[src/rtl/if_id_queue.sv]
// Fetch-to-decode instruction queue: a first-word-fall-through circular buffer
// of {pc, instr} pairs with valid/ready on both sides and a single-cycle flush.
module if_id_queue #(
    parameter int DEPTH = 4,
    parameter int IW    = 32,
    parameter int AW    = 32
) (
    input  logic                       clk,
    input  logic                       rst,
    input  logic                       in_valid,
    input  logic [IW-1:0]              in_instr,
    input  logic [AW-1:0]              in_pc,
    output logic                       in_ready,
    output logic                       out_valid,
    output logic [IW-1:0]              out_instr,
    output logic [AW-1:0]              out_pc,
    input  logic                       out_ready,
    input  logic                       flush,
    output logic [$clog2(DEPTH+1)-1:0] count
);

    localparam int PW = $clog2(DEPTH);
    localparam int CW = $clog2(DEPTH + 1);

    logic [IW-1:0] instrmem [DEPTH];
    logic [AW-1:0] pcmem    [DEPTH];
    logic [PW-1:0] rp;
    logic [PW-1:0] wp;
    logic          push;
    logic          pop;

    // Readiness comes from the registered count only, so a full queue never
    // accepts a beat in the same cycle that decode frees a slot.
    assign in_ready  = (count != CW'(DEPTH));
    assign out_valid = (count != '0);
    assign push      = in_valid & in_ready & ~flush;
    assign pop       = out_valid & out_ready & ~flush;

    assign out_instr = out_valid ? instrmem[rp] : '0;
    assign out_pc    = out_valid ? pcmem[rp]    : '0;

    always_ff @(posedge clk or posedge rst) begin
        if (rst) begin
            rp    <= '0;
            wp    <= '0;
            count <= '0;
        end else if (flush) begin
            rp    <= '0;
            wp    <= '0;
            count <= '0;
        end else begin
            if (push) begin
                wp <= wp + PW'(1);
            end
            if (pop) begin
                rp <= rp + PW'(1);
            end
            if (push && !pop) begin
                count <= count + CW'(1);
            end else if (pop && !push) begin
                count <= count - CW'(1);
            end
        end
    end

    // Storage needs no reset; pointers and count alone define what is valid.
    always_ff @(posedge clk) begin
        if (push) begin
            instrmem[wp] <= in_instr;
            pcmem[wp]    <= in_pc;
        end
    end

endmodule

[config.mk]
export PLATFORM = sky130hd
export DESIGN_NAME = if_id_queue
export DESIGN_NICKNAME = d
export VERILOG_FILES = /design/src/rtl/if_id_queue.sv
export SDC_FILE = /design/constraint.sdc
export NUM_CORES = 1
export LEC_CHECK = 0
export CORE_MARGIN = 2
export CORE_UTILIZATION = 51
export CTS_CLUSTER_SIZE = 14
export DETAILED_ROUTE_END_ITERATION = 7
export PLACE_DENSITY_LB_ADDON = 0.2
export SLEW_MARGIN = 20
export SYNTH_ARGS = -nofsm -noshare
export SYNTH_HDL_FRONTEND = slang
export SYNTH_SLANG_ARGS = --single-unit
[constraint.sdc]
create_clock -name clk -period 3.92 [get_ports clk]
set_input_delay 0.784 -clock clk [delete_from_list [all_inputs] [get_ports clk]]
set_output_delay 0.784 -clock clk [all_outputs]
set_load 0.05 [all_outputs]
==> metrics.md, run 1 <==
| Metric | Value |
|---|---|
| Port bufs | 137 |
| Hold slack | around 0.52 ns |
| Max-slew violation count | 0 |
| N_diodes | 0 |
| Via/cell ratio | around 5.5 |
| Total power | 9582 uW |
| Fin crit share | 0.9093 |
| Drt total wl | between 15000 and 20000 um |
| Adder and majority cell fraction of the synthesized area | 0.006856 |
| Synth Area in XOR/XNOR | 0.001714 |
| Ys flop type | edfxtp_1 |
| Maximum buffer depth of the clock tree | 3 |
| Power per cell area | 755.1 nW/um2 |
| Cells after DPL | between 800 and 900 |
| Share of layout cells above drive strength 1 | 0.1827 |
| Initial antenna violation count | 0 |
| Die area | between 20000 and 25000 um2 |
| DR vias | a little under 5000 |
| Layout area overhead | 24.16% |
| Final hold vios | 0 |
| Top Metal Used | met4 |
| Max-cap violation count | 0 |
| First-pass GRT wire length | 29840 um |
| Worst Hold Class | input port to async pin |
| Tot GR Track Use | 0.1814 |
| M1 WL | approximately 8000 um |
| Clock sink count | approximately 260 |
| Final setup vio count | 0 |
| Worst clock skew | ~0.0077 ns |
| Post-layout min period | approximately 3.6 ns |
| Worst Reg2Reg Path Length in Cells | 7 |
| Mapped cell area | ~10000 um2 |
| Leakage | slightly above 0.004 uW |
| Gpl congestion | about 0.73 |
| Largest net degree at the start of global routing | 66 |
| CTS root buf | clkbuf_16 |
| Complex-gate fraction of the synthesized area | 0.01016 |
| Mux cell area share after synthesis | 0.1441 |
| Routed wl met3 | between 1000 and 1500 um |
| Worst-path maximum fanout | 29 |
| Synth cell types | 30 |
| Clock slew at reported path FFs | roughly 0.060 ns |
| Total CTS buffers | 25 |
| Yosys warning count | 0 |
| Multi-input logic area | 2191 um2 |
| Post-Syn Area per Cell | ~22 um2 |
| Syn Nets | ~540 |
| H-tree levels | 1 |
| Routed len/inst | 20.93 um |
| Filler Cell Count | between 1000 and 1500 |
| Largest family of logic cells by synthesized area | multiplexers |
| Worst-Margin Slew | 0.6401 ns |
| Seq. cell area | ~8000 um2 |
| Register area share after synthesis | 0.7693 |
| Vias in the first global route | 5245 |
| Max frequency | 280.6 MHz |
| Maximum vdd ir drop | 0.6919 mV |
| CTS tree | yes |
| Met2 WL | around 9500 um |
| Initial core utilization | 0.5217 |
| Yosys reg bits | ~260 |
| Arrival @ worst endpoint | roughly 2.8 ns |
| Core area | roughly 20000 um2 |
| Simple-Gate Fraction of Synth Area | 0.05007 |
| # DRC | 0 |
| Unrepaired setup endpoints after global routing | false |
| Number of top-level pins | roughly 140 |
| Post-DP Area | about 12000 um2 |
| Die H | ~150 um |
| Design Area, Final | 12690 um2 |
| Setup CP Type | flip-flop to output pin |
| DRT iter0 DRCs | about 250 |
| Post-CTS Hold Fix Bufs | 0 |
| GR Overflow Total | 0 |
| Post-synth EDFFs | 256 |
| Die W | 145.6 um |
| Layout net count | around 700 |
| Skew-Pair Late Insertion Delay | 0.50 ns |
| Crit end category | output pin |
| Post-CTS Setup Inserts | 0 |
| Required @ worst endpoint | around 3.1 ns |
| Drt first pass iters | 4 |
| Rows | 51 |
| Antenna-violating nets left | 0 |
| Hpwl dp | ~11000 um |
| Setup TNS | 0 ns |
| CP startpoint kind | flip-flop |
| Share of flip-flops with an asynchronous set or reset | 0.02662 |
| Final non-filler cell total | 900 |
| Max-slew headroom | 0.5733 |
| Mapped Cells | ~470 |
| Status | complete, no violations |
==> per-layer routing <==
layer	vias up	global-route usage
met2	159	0.3064
met3	26	0.03229
met4	0	0.03676
met5	-	0
li1	2194	-
met1	2529	0.2535
==> report_power, final <==
part | switching, uW | total (uW) | internal [uW] | leakage, uW
Sequential | 97.9 | 3360 | 3260 | 0.00241
Combinational | 2520 | 4070 | 1550 | 0.00129
Clock | 923 | 2150 | 1230 | 0.000356
Total | 3540 | 9580 | 6040 | 0.00405
==> flip-flops by register name, summed over array words and instances (netlist names) <==
signal,count
pcmem,128
rp,2
instrmem,128
wp,2
count,3
==> synth_stat cells (2+ instances only) <==
cell type | n | area, um2
a21oi_1 | 2 | 10.01
and2_1 | 69 | 431.7
buf_2 | 13 | 65.06
buf_6 | 5 | 56.30
clkbuf_1 | 8 | 30.03
dfrtp_1 | 7 | 175.2
edfxtp_1 | 256 | 7687
ha_1 | 4 | 50.05
inv_1 | 8 | 30.03
mux2i_1 | 2 | 20.02
mux4_2 | 64 | 1441
nand3_1 | 2 | 10.01
nand3b_1 | 2 | 15.01
nor2_1 | 7 | 26.28
o21ai_0 | 3 | 15.01
o31ai_1 | 2 | 15.01
xor2_1 | 2 | 17.52
==> cell type report <==
type,count,area share
multi-input cells,172,0.1727
inverters,8,0.002367
clock buffers,32,0.05138
flip-flops and latches,263,0.6203
well taps,265,0.02613
clock inverters,10,0.005522
repair buffers,150,0.1217
==> kinds of logic (layout without fill, tap and decap cells) <==
| logic type | after synthesis | count (layout) |
|---|---|---|
| DFF | 263 | 263 |
| and+or+nand+nor | 84 | 84 |
| muxes | 67 | 67 |
| buffers and inverters | 34 | 200 |
| AOI/OAI and AO/OA | 14 | 14 |
| adders and majority gates | 5 | 5 |
| xor gates and xnor gates | 2 | 2 |
==> layout by cell type (no fill, tap or decap), types with 2 or more instances in the layout <==
cell	netlist	routed
buf_4	0	7
nand3b_1	2	2
clkdlybuf4s50_1	0	137
mux4_2	64	64
mux2i_1	2	2
clkbuf_16	0	25
clkinv_1	0	4
dfrtp_4	0	2
o31ai_1	2	2
o21ai_0	3	3
a21oi_1	2	2
xor2_1	2	2
and2_4	0	4
buf_12	0	6
clkinv_2	0	5
clkbuf_1	8	7
inv_1	8	8
dfrtp_1	7	5
nor2_1	7	7
edfxtp_1	256	256
ha_1	4	4
and2_1	69	65
nand3_1	2	2
==> path summary, 6_finish.rpt <==
| kind | to | slack (ns) | startpoint |
|---|---|---|---|
| min | count[0] | 0.52 | rst |
| max reg2reg | count[2] | 1.25 | count[2] |
| max in group asynchronous | rp[0] | 3.14 | rst |
| min reg2reg | wp[0] | 0.61 | wp[0] |
| max | out_pc[17] | 0.36 | rp[1] |
| min in group clk | wp[0] | 0.61 | wp[0] |
==> timing repair <==
action / 4_1_cts / 5_1_grt
endpoints found under the setup margin: 3 / 0
gates resized for setup: 1 / 0
hold endpoints to repair: 0 / 0
==> per-stage QoR <==
step,worst slack [ns],utilization
floorplan,0.6603,-
global placement,0.6116,0.6107
detailed placement,0.5121,0.6107
CTS,0.2974,0.6477
global route,0.2360,0.6477
finish,0.3556,0.6477
==> worst max-delay path, cell delays in order (launching register included) <==
cell,delay (ns)
dfrtp_4,0.74
buf_12,0.28
mux4_2,0.34
and2_1,0.18
clkdlybuf4s50_1,0.71
(Power assumes the default switching activity.)
==> inputs of run 2 (changes only) <==
--- a/config.mk
+++ b/config.mk
@@ -7,10 +7,10 @@
 export LEC_CHECK = 0
 export CORE_MARGIN = 2
 export CORE_UTILIZATION = 51
+export CTS_CLUSTER_DIAMETER = 120
 export CTS_CLUSTER_SIZE = 14
 export DETAILED_ROUTE_END_ITERATION = 7
 export PLACE_DENSITY_LB_ADDON = 0.2
-export SLEW_MARGIN = 20
 export SYNTH_ARGS = -nofsm -noshare
 export SYNTH_HDL_FRONTEND = slang
 export SYNTH_SLANG_ARGS = --single-unit
==> metrics.md, run 2 (synthesis results as in run 1) <==
| Metric | Value |
|---|---|
| Hpwl dp | 11420 um (unchanged) |
| Layout area overhead | 23.10% |
| Setup TNS | 0 ns (unchanged) |
| N_diodes | 0 (unchanged) |
| Worst-path maximum fanout | 29 (unchanged) |
| Buf/Inv on CP | 2 (unchanged) |
| CTS root buf | clkbuf_16 |
| Clock slew at reported path FFs | 0.07 ns (about the same) |
| Port bufs | 137 (unchanged) |
| Setup CP Type | flip-flop to output pin |
| Gpl congestion | 0.7325 (unchanged) |
| Post-layout min period | 3.567 ns (+0.002788 ns) |
| Commonest non-fill, non-tap cells in the layout | 256 x edfxtp_1, 137 x clkdlybuf4s50_1, 65 x and2_1 |
| Maximum buffer depth of the clock tree | 3 (unchanged) |
| Worst-Margin Slew | 0.6483 ns (+0.008223 ns) |
| H-tree levels | 1 (unchanged) |
| Number of top-level pins | 138 (unchanged) |
| Antenna-violating nets left | 0 (unchanged) |
| Die area | 21190 um2 (unchanged) |
| Power per cell area | 745.0 nW/um2 (-1.3%) |
| CP Depth | 4 (unchanged) |
| Crit end category | output pin |
| Via/cell ratio | 5.480 (+0.50%) |
| Status | complete, no violations |
| Routed len/inst | 21.13 um (+0.95%) |
| DR vias | 4883 (-0.51%) |
| Multi-input logic area | 2191 um2 (unchanged) |
| Largest regs | instrmem: 128 flops, pcmem: 128 flops, count: 3 flops |
| First-pass GRT wire length | 29700 um (-0.44%) |
| Layout net count | 691 (-0.43%) |
| # resized after CTS | 1 (unchanged) |
| Final setup vio count | 0 (unchanged) |
| Share of layout cells above drive strength 1 | 0.1741 (-0.008556) |
| CP delay by family, top | buffers and inverters |
| GR Overflow Total | 0 (unchanged) |
| Initial antenna violation count | 0 (unchanged) |
| Max-slew violation count | 0 (unchanged) |
| Max-cap violation count | 0 (unchanged) |
| Drt total wl | 18830 um (about the same) |
| DRT iter0 DRCs | 284 (+12%) |
| Skew-Pair Late Insertion Delay | 0.50 ns (about the same) |
| Unrepaired setup endpoints after global routing | false |
| Worst Hold Class | input port to async pin |
| Worst clock skew | 0.008361 ns (+0.0006768 ns) |
| Drt first pass iters | 4 (unchanged) |
| Max-slew headroom | 0.5678 (-0.005482) |
| CP startpoint kind | flip-flop |
| Place WS | 0.5121 ns (unchanged) |
| Post-layout util | 0.6422 (-0.005493) |
| Final worst slack | 0.3528 ns (-0.002788 ns) |
| CTS tree | yes |
| Filler Cell Count | 1343 (+0.15%) |
| Vias in the first global route | 5217 (-0.53%) |
| Arrival @ worst endpoint | 2.78 ns (about the same) |
| Rows | 51 (unchanged) |
| Core area | 19590 um2 (unchanged) |
| Total power | 9372 uW (-2.2%) |
| # DRC | 0 (unchanged) |
| Initial core utilization | 0.5217 (unchanged) |
| Max frequency | 280.3 MHz (about the same) |
| Final hold vios | 0 (unchanged) |
| Die W | 145.6 um (unchanged) |
| Worst Reg2Reg Path Length in Cells | 7 (unchanged) |
| Seq. cell area | 7870 um2 (unchanged) |
| Required @ worst endpoint | 3.14 ns (about the same) |
| Crit-path cells | buf_12 -> mux4_2 -> and2_1 -> clkdlybuf4s50_1 |
| Fin crit share | 0.9100 (about the same) |
| Post-CTS Setup Inserts | 0 (unchanged) |
| Die H | 145.6 um (unchanged) |
| Clock sink count | 263 (unchanged) |
| Critical Path Max Stage Delay | 0.75 ns (about the same) |
| Largest net degree at the start of global routing | 66 (unchanged) |
| Total CTS buffers | 22 (-12%) |
| Leakage | 0.003997 uW (-1.4%) |
| Maximum vdd ir drop | 0.6976 mV (+0.83%) |
| Hold slack | 0.5267 ns (+0.002928 ns) |
| Post-CTS Hold Fix Bufs | 0 (unchanged) |
| CP max-delay cell | dfrtp_4 |
| Most common cell after layout, fill and taps aside | edfxtp_1 |
| Tot GR Track Use | 0.1807 (-0.0006899) |
## run 2: changes by cell type in the layout (fill, tap and decap cells not counted)
cell       delta
clkbuf_1      +2
clkinv_1      -4
clkbuf_16     -2
clkinv_2      -4
bufinv_16     -1
## run 2: metrics by stage
step	instance area, um2	std cells
6_report	12580	891
5_1_grt	12580	891
4_1_cts	12580	891
3_5_place_dp	11960	858
3_3_place_gp	11960	858
2_1_floorplan	10220	469
## run 2: worst register-to-register path: cells and delay by family (launching register included)
family	cells	cell delay, ns
and+or+nand+nor	3	0.86
adders and majority gates	1	0.45
DFF	1	0.53
AOI/OAI and AO/OA	3	0.75
## run 2: worst paths after layout
kind / slack [ns] / end / start
min in group clk: 0.61 / wp[0] / wp[0]
max in group asynchronous: 3.13 / rp[1] / rst
worst max-delay path: 0.35 / out_instr[31] / rp[1]
worst min-delay path: 0.53 / count[2] / rst
worst max register to register: 1.26 / count[2] / count[2]
worst min register to register: 0.61 / wp[0] / wp[0]
## run 2: routing by layer
layer,GRT usage,share of wire
met5,0,0
met4,0.04020,0.013
met3,0.03197,0.048
met2,0.3050,0.50
met1,0.2513,0.44
## run 2: cell type report
cell class                      instances  area share
Tap cell                              265     0.02636
Inverter                                8    0.002387
Clock inverter                          1   0.0003978
Clock buffer                           32     0.04843
Multi-Input combinational cell        172      0.1741
Timing Repair Buffer                  150      0.1227
Sequential cell                       263      0.6256
## run 2: power by group
group	internal [uW]	leakage (uW)	switching [uW]	total, uW
Sequential	3260	0.00241	99.1	3360
Combinational	1550	0.00129	2520	4070
Clock	1070	0.000298	876	1940
